[src/rtl/menu_pkg.sv]
// Shared constants, state encoding and cursor-step helper for the battle menu.
// Define MENU_SELECT_WRAP_EN to make the cursor wrap at both ends instead of saturating.
package menu_pkg;

  localparam int unsigned N_ITEMS = 4;

  localparam logic [1:0] POS_FIGHT = 2'd0;
  localparam logic [1:0] POS_ACT   = 2'd1;
  localparam logic [1:0] POS_ITEM  = 2'd2;
  localparam logic [1:0] POS_MERCY = 2'd3;

  typedef logic [1:0] state_t;
  localparam state_t IDLE    = 2'd0;
  localparam state_t BROWSE  = 2'd1;
  localparam state_t PENDING = 2'd2;

  function automatic logic [1:0] step_pos(input logic [1:0] pos, input logic up);
    logic [1:0] nxt;
`ifdef MENU_SELECT_WRAP_EN
    nxt = up ? pos + 2'd1 : pos - 2'd1;
`else
    if (up) nxt = (pos == 2'(N_ITEMS - 1)) ? pos : pos + 2'd1;
    else    nxt = (pos == POS_FIGHT) ? pos : pos - 2'd1;
`endif
    return nxt;
  endfunction

endpackage

[src/rtl/btn_debounce.sv]
// Raw button -> 2-flop synchronizer -> counting debouncer -> one-cycle press on rising level.
module btn_debounce #(
  parameter int unsigned DEBOUNCE_CYCLES = 1000000
) (
  input  logic clk,
  input  logic rst_n,
  input  logic raw,
  output logic press
);

  localparam int unsigned CW = $clog2(DEBOUNCE_CYCLES + 1);
  localparam logic [CW-1:0] LAST = CW'(DEBOUNCE_CYCLES - 1);

  logic          sync1;
  logic          sync2;
  logic          level;
  logic          level_q;
  logic [CW-1:0] cnt;

  always_ff @(posedge clk) begin
    if (!rst_n) begin
      sync1   <= 1'b0;
      sync2   <= 1'b0;
      level   <= 1'b0;
      level_q <= 1'b0;
      cnt     <= '0;
    end else begin
      sync1   <= raw;
      sync2   <= sync1;
      level_q <= level;
      if (sync2 == level) begin
        cnt <= '0;
      end else if (cnt == LAST) begin
        // flip on the DEBOUNCE_CYCLES-th consecutive differing cycle
        level <= sync2;
        cnt   <= '0;
      end else begin
        cnt <= cnt + 1'b1;
      end
    end
  end

  // combinational edge keeps raw-to-output latency at DEBOUNCE_CYCLES+3
  assign press = level & ~level_q;

endmodule

[src/rtl/menu_select.sv]
// Battle-menu cursor/selection FSM fed by three debounced board buttons.
// Define MENU_SELECT_WRAP_EN for a wrapping cursor (default saturates).
module menu_select
  import menu_pkg::*;
#(
  parameter int unsigned DEBOUNCE_CYCLES = 1000000,
  parameter int unsigned RESET_POS       = 0
) (
  input  logic       i_clk,
  input  logic       i_rst_n,
  input  logic       i_enable,
  input  logic       i_btn_left,
  input  logic       i_btn_right,
  input  logic       i_btn_confirm,
  input  logic       i_sel_ack,
  output logic [1:0] o_cursor_position,
  output logic       o_sel_valid,
  output logic [1:0] o_sel_id
);

  logic   press_left;
  logic   press_right;
  logic   press_confirm;
  state_t state;

  btn_debounce #(.DEBOUNCE_CYCLES(DEBOUNCE_CYCLES)) u_left (
    .clk(i_clk), .rst_n(i_rst_n), .raw(i_btn_left), .press(press_left)
  );

  btn_debounce #(.DEBOUNCE_CYCLES(DEBOUNCE_CYCLES)) u_right (
    .clk(i_clk), .rst_n(i_rst_n), .raw(i_btn_right), .press(press_right)
  );

  btn_debounce #(.DEBOUNCE_CYCLES(DEBOUNCE_CYCLES)) u_confirm (
    .clk(i_clk), .rst_n(i_rst_n), .raw(i_btn_confirm), .press(press_confirm)
  );

  always_ff @(posedge i_clk) begin
    if (!i_rst_n) begin
      state             <= IDLE;
      o_cursor_position <= 2'(RESET_POS);
      o_sel_valid       <= 1'b0;
      o_sel_id          <= '0;
    end else if (!i_enable) begin
      state       <= IDLE;
      o_sel_valid <= 1'b0;
    end else begin
      case (state)
        IDLE: state <= BROWSE;
        BROWSE: begin
          if (press_confirm) begin
            state       <= PENDING;
            o_sel_valid <= 1'b1;
            o_sel_id    <= o_cursor_position;
          end else if (press_left ^ press_right) begin
            o_cursor_position <= step_pos(o_cursor_position, press_right);
          end
        end
        PENDING: begin
          if (i_sel_ack) begin
            state       <= BROWSE;
            o_sel_valid <= 1'b0;
          end
        end
        default: state <= IDLE;
      endcase
    end
  end

endmodule

[config.mk]
export PLATFORM = sky130hd
export DESIGN_NAME = menu_select
export DESIGN_NICKNAME = d
export VERILOG_FILES = /design/src/rtl/menu_pkg.sv /design/src/rtl/btn_debounce.sv /design/src/rtl/menu_select.sv
export SDC_FILE = /design/constraint.sdc
export NUM_CORES = 1
export LEC_CHECK = 0
export CAP_MARGIN = 20
export CORE_MARGIN = 2
export CORE_UTILIZATION = 54
export CTS_BUF_LIST = sky130_fd_sc_hd__clkbuf_4
export CTS_CLUSTER_DIAMETER = 60
export CTS_CLUSTER_SIZE = 28
export DETAILED_ROUTE_END_ITERATION = 8
export PLACE_DENSITY = 0.78
export SETUP_SLACK_MARGIN = 0.2
export SYNTH_ARGS = -nofsm -noshare
export SYNTH_HDL_FRONTEND = slang
export SYNTH_SLANG_ARGS = --single-unit
[constraint.sdc]
create_clock -name i_clk -period 2.2 [get_ports i_clk]
set_clock_uncertainty 0.2 [all_clocks]
set_input_delay 0.44 -clock i_clk [delete_from_list [all_inputs] [get_ports i_clk]]
set_output_delay 0.44 -clock i_clk [all_outputs]
set_load 0.005 [all_outputs]
==> results.toml <==
[route]
via_per_inst = 5.152
ant_nets = 0
drc = 0
wl_per_cell_um = 11.72
wl_met2_mm = 2.677
route.vias.total = 2401
drt_iter0_drc = 86
route.met3.wl_um = 203
dr.pass1.iters = 4
drt-met1-wl_mm = 2.463
routed_wl_mm = 5.463
top_layer = "met4"

[placed_design]
dp_cells = 449
hpwl_mm = 3.723
portBuffers = 11
place.gp.congestion = 0.7679

[sta]
finalCritPeriodShare_pct = 87.82
maxSlewHeadroom_pct = 77.08
drv_slew = 0
max_freq_mhz = 517.6
rsz0062_at_grt = "false"
worst_slew_pin_slew_ns = 0.3413
hold_viol_final = 0
finalCriticalPeriod_ns = 1.932
finalSetupViolCount = 0
fin_setup_tns_ns = 0

[synth]
synth_ff_type = "dfxtp_1"
ys_ff_latch = 79
synthArstFlopShare_pct = 0
synth_cells = 365
netlist_area_mm2 = 0.003339
yosysUniqueCellTypes = 40
postSynthAreaPerCell_um2 = 9.149
yosys_warnings = 0
ys_seq_area_share_pct = 47.36
syn_nets = 375
synth_edf_count = 0

[finish]
fin_cells = 466
areaGrowthSynthToFinish_pct = 12.40
multi_input_area_mm2 = 0.001740
fin_nets = 396
seqCellArea_mm2 = 0.001590
fill_cells = 517
diodes = 0
layout-drive-gt1-share_pct = 9.207

[worst_setup_path]
cp.depth = 1
crit_fanout = 6
worstRegToRegCells = 7
worst-path-buf-inv = 1
worst_path_largest_cell_delay_ns = 0.50
crit_path_end_kind = "output pin"
critPathKind = "reg -> out"
startpoint_type = "register"
crit_family = "buffers and inverters"
crit_chain = "clkdlybuf4s50_1"
required_ns = 1.56
crit_arrival_ns = 1.29
slowest_stage = "clkdlybuf4s50_1"

[die]
rows = 28
die-width_um = 82.64
io_pins = 12
core_area_mm2 = 0.005956
die_area_mm2 = 0.006829
fp.dieH_um = 82.64
initial_core_util_pct = 56.07

[global_routing]
antenna_found_initial = 0
grt.total_usage_pct = 18.38
grt_pass1_wl_mm = 9.480
grt_pass1_vias = 2359
grt_start_max_net_pins = 21
grt_overflow = 0

[clock_network]
hold_buffers = 0
h-tree-depth = 3
clockBufferDepth = 2
cts_tree = "done"
path_clk_slew_ns = 0.11
cts.sinks = 79
numCtsBuffers = 9
cts_root_buf = "clkbuf_4"
clkLatencyLatePin_ns = 0.41

[pwr]
power.density_mw_per_mm2 = 578.1
power_mw = 2.170
ir_drop_mv = 0.4823
power_leakage_nw = 1.315

[job]
max_cap_viol_count = 0

[status]
status = "complete, no violations"

[worst_hold_path]
hold_path_class = "reg -> reg"
hold_depth = 1
[state kept, by name, indices dropped and copies added (netlist names)]
signal and count:
u_right.cnt 20, u_right.sync1 1, u_right.sync2 1, u_confirm.sync1 1, u_confirm.sync2 1, u_left.level_q 1
u_confirm.cnt 20, u_left.sync2 1, o_cursor_position 2, u_left.sync1 1, state 2, u_left.cnt 20
o_sel_id 2, o_sel_valid 1, u_left.level 1, u_right.level_q 1, u_right.level 1, u_confirm.level_q 1
u_confirm.level 1
[metrics by stage]
stage / hold slack, ns / util [%] / setup slack (ns) / cell area (um^2)
global route: 0.2576 / 63.03 / 0.1978 / 3754
detailed placement: 0.2231 / 60.06 / 0.1367 / 3577
CTS: 0.2530 / 61.93 / 0.1914 / 3689
finish: 0.2489 / 63.03 / 0.2681 / 3754
global placement: 0.2155 / 60.06 / 0.1735 / 3577
floorplan: 0.2119 / - / 0.4188 / 3339
[layout by cell type, fill, tap and decap left out, types with 4 or more instances in the layout]
master            n
and4_1            5
dfxtp_1          76
inv_1             7
nand4_1           9
and2_1           12
nand2_1          25
xnor2_1          20
nor4b_1           4
and3_1            7
clkdlybuf4s50_1  11
nor2_1           79
clkbuf_4         10
clkinv_1          4
nor2b_1           6
mux2i_1           6
nand3_1          24
xor2_1           39
buf_4             4
[cell type report]
| cell class | count | area share (%) |
|---|---|---|
| multi-input combinational | 271 | 46.37 |
| clock inverter | 6 | 0.7333 |
| timing repair buffer | 18 | 5.333 |
| inverter | 7 | 0.7000 |
| tap | 75 | 2.500 |
| clock buffer | 10 | 2.000 |
| sequential | 79 | 42.37 |
[final timing paths]
check	slack [ns]	endpoint	startpoint
max	0.27	o_cursor_position[1]	o_cursor_position[1]$_SDFFE_PN0P_
min	0.25	u_left.sync2$_SDFF_PN0_	u_left.sync1$_SDFF_PN0_
max reg2reg	0.33	u_right.cnt[17]$_SDFF_PP0_	u_right.cnt[0]$_SDFF_PP0_
min reg2reg	0.25	u_left.sync2$_SDFF_PN0_	u_left.sync1$_SDFF_PN0_
[per-layer routing]
layer,track usage (%),vias to the layer above
met2,31.45,34
met4,8.525,0
met3,6.739,13
met5,0,-
met1,20.23,1093
li1,-,1261
[power breakdown]
part / internal, mW / switching (mW) / leakage (nW) / total [mW]
registers: 1.43 / 0.00458 / 0.640 / 1.44
clock network: 0.229 / 0.458 / 0.0563 / 0.687
logic: 0.0237 / 0.0196 / 0.619 / 0.0434
total: 1.69 / 0.483 / 1.32 / 2.17
[cell usage after synthesis (4+ instances only)]
cell | number | share of area (%)
dfxtp_1 | 79 | 47
nor2_1 | 79 | 8.9
xor2_1 | 39 | 10
nand2_1 | 25 | 2.8
nand3_1 | 24 | 3.6
xnor2_1 | 20 | 5.2
and2_1 | 12 | 2.2
nand4_1 | 9 | 1.7
and3_1 | 7 | 1.3
inv_1 | 7 | 0.79
mux2i_1 | 6 | 1.8
nor2b_1 | 6 | 1.1
and4_1 | 5 | 1.3
nor4b_1 | 4 | 1.0
[cell families (layout without fill, tap and decap cells)]
logic type	after synthesis	count (layout)	share of synthesized area, %
buffers and inverters	15	41	2.248
adders and majority gates	3	3	1.124
and+or+nand+nor	196	196	30.39
xor gates and xnor gates	59	59	15.47
AOI/OAI and AO/OA	7	7	1.611
DFF	79	79	47.36
muxes	6	6	1.798
[repair_timing]
item / CTS / global route
setup buffers: 0 / 1
resized for setup: 3 / 11
gates cloned: 0 / 0
setup endpoints to repair: 3 / 62
Power figures use the tool's default switching activity.
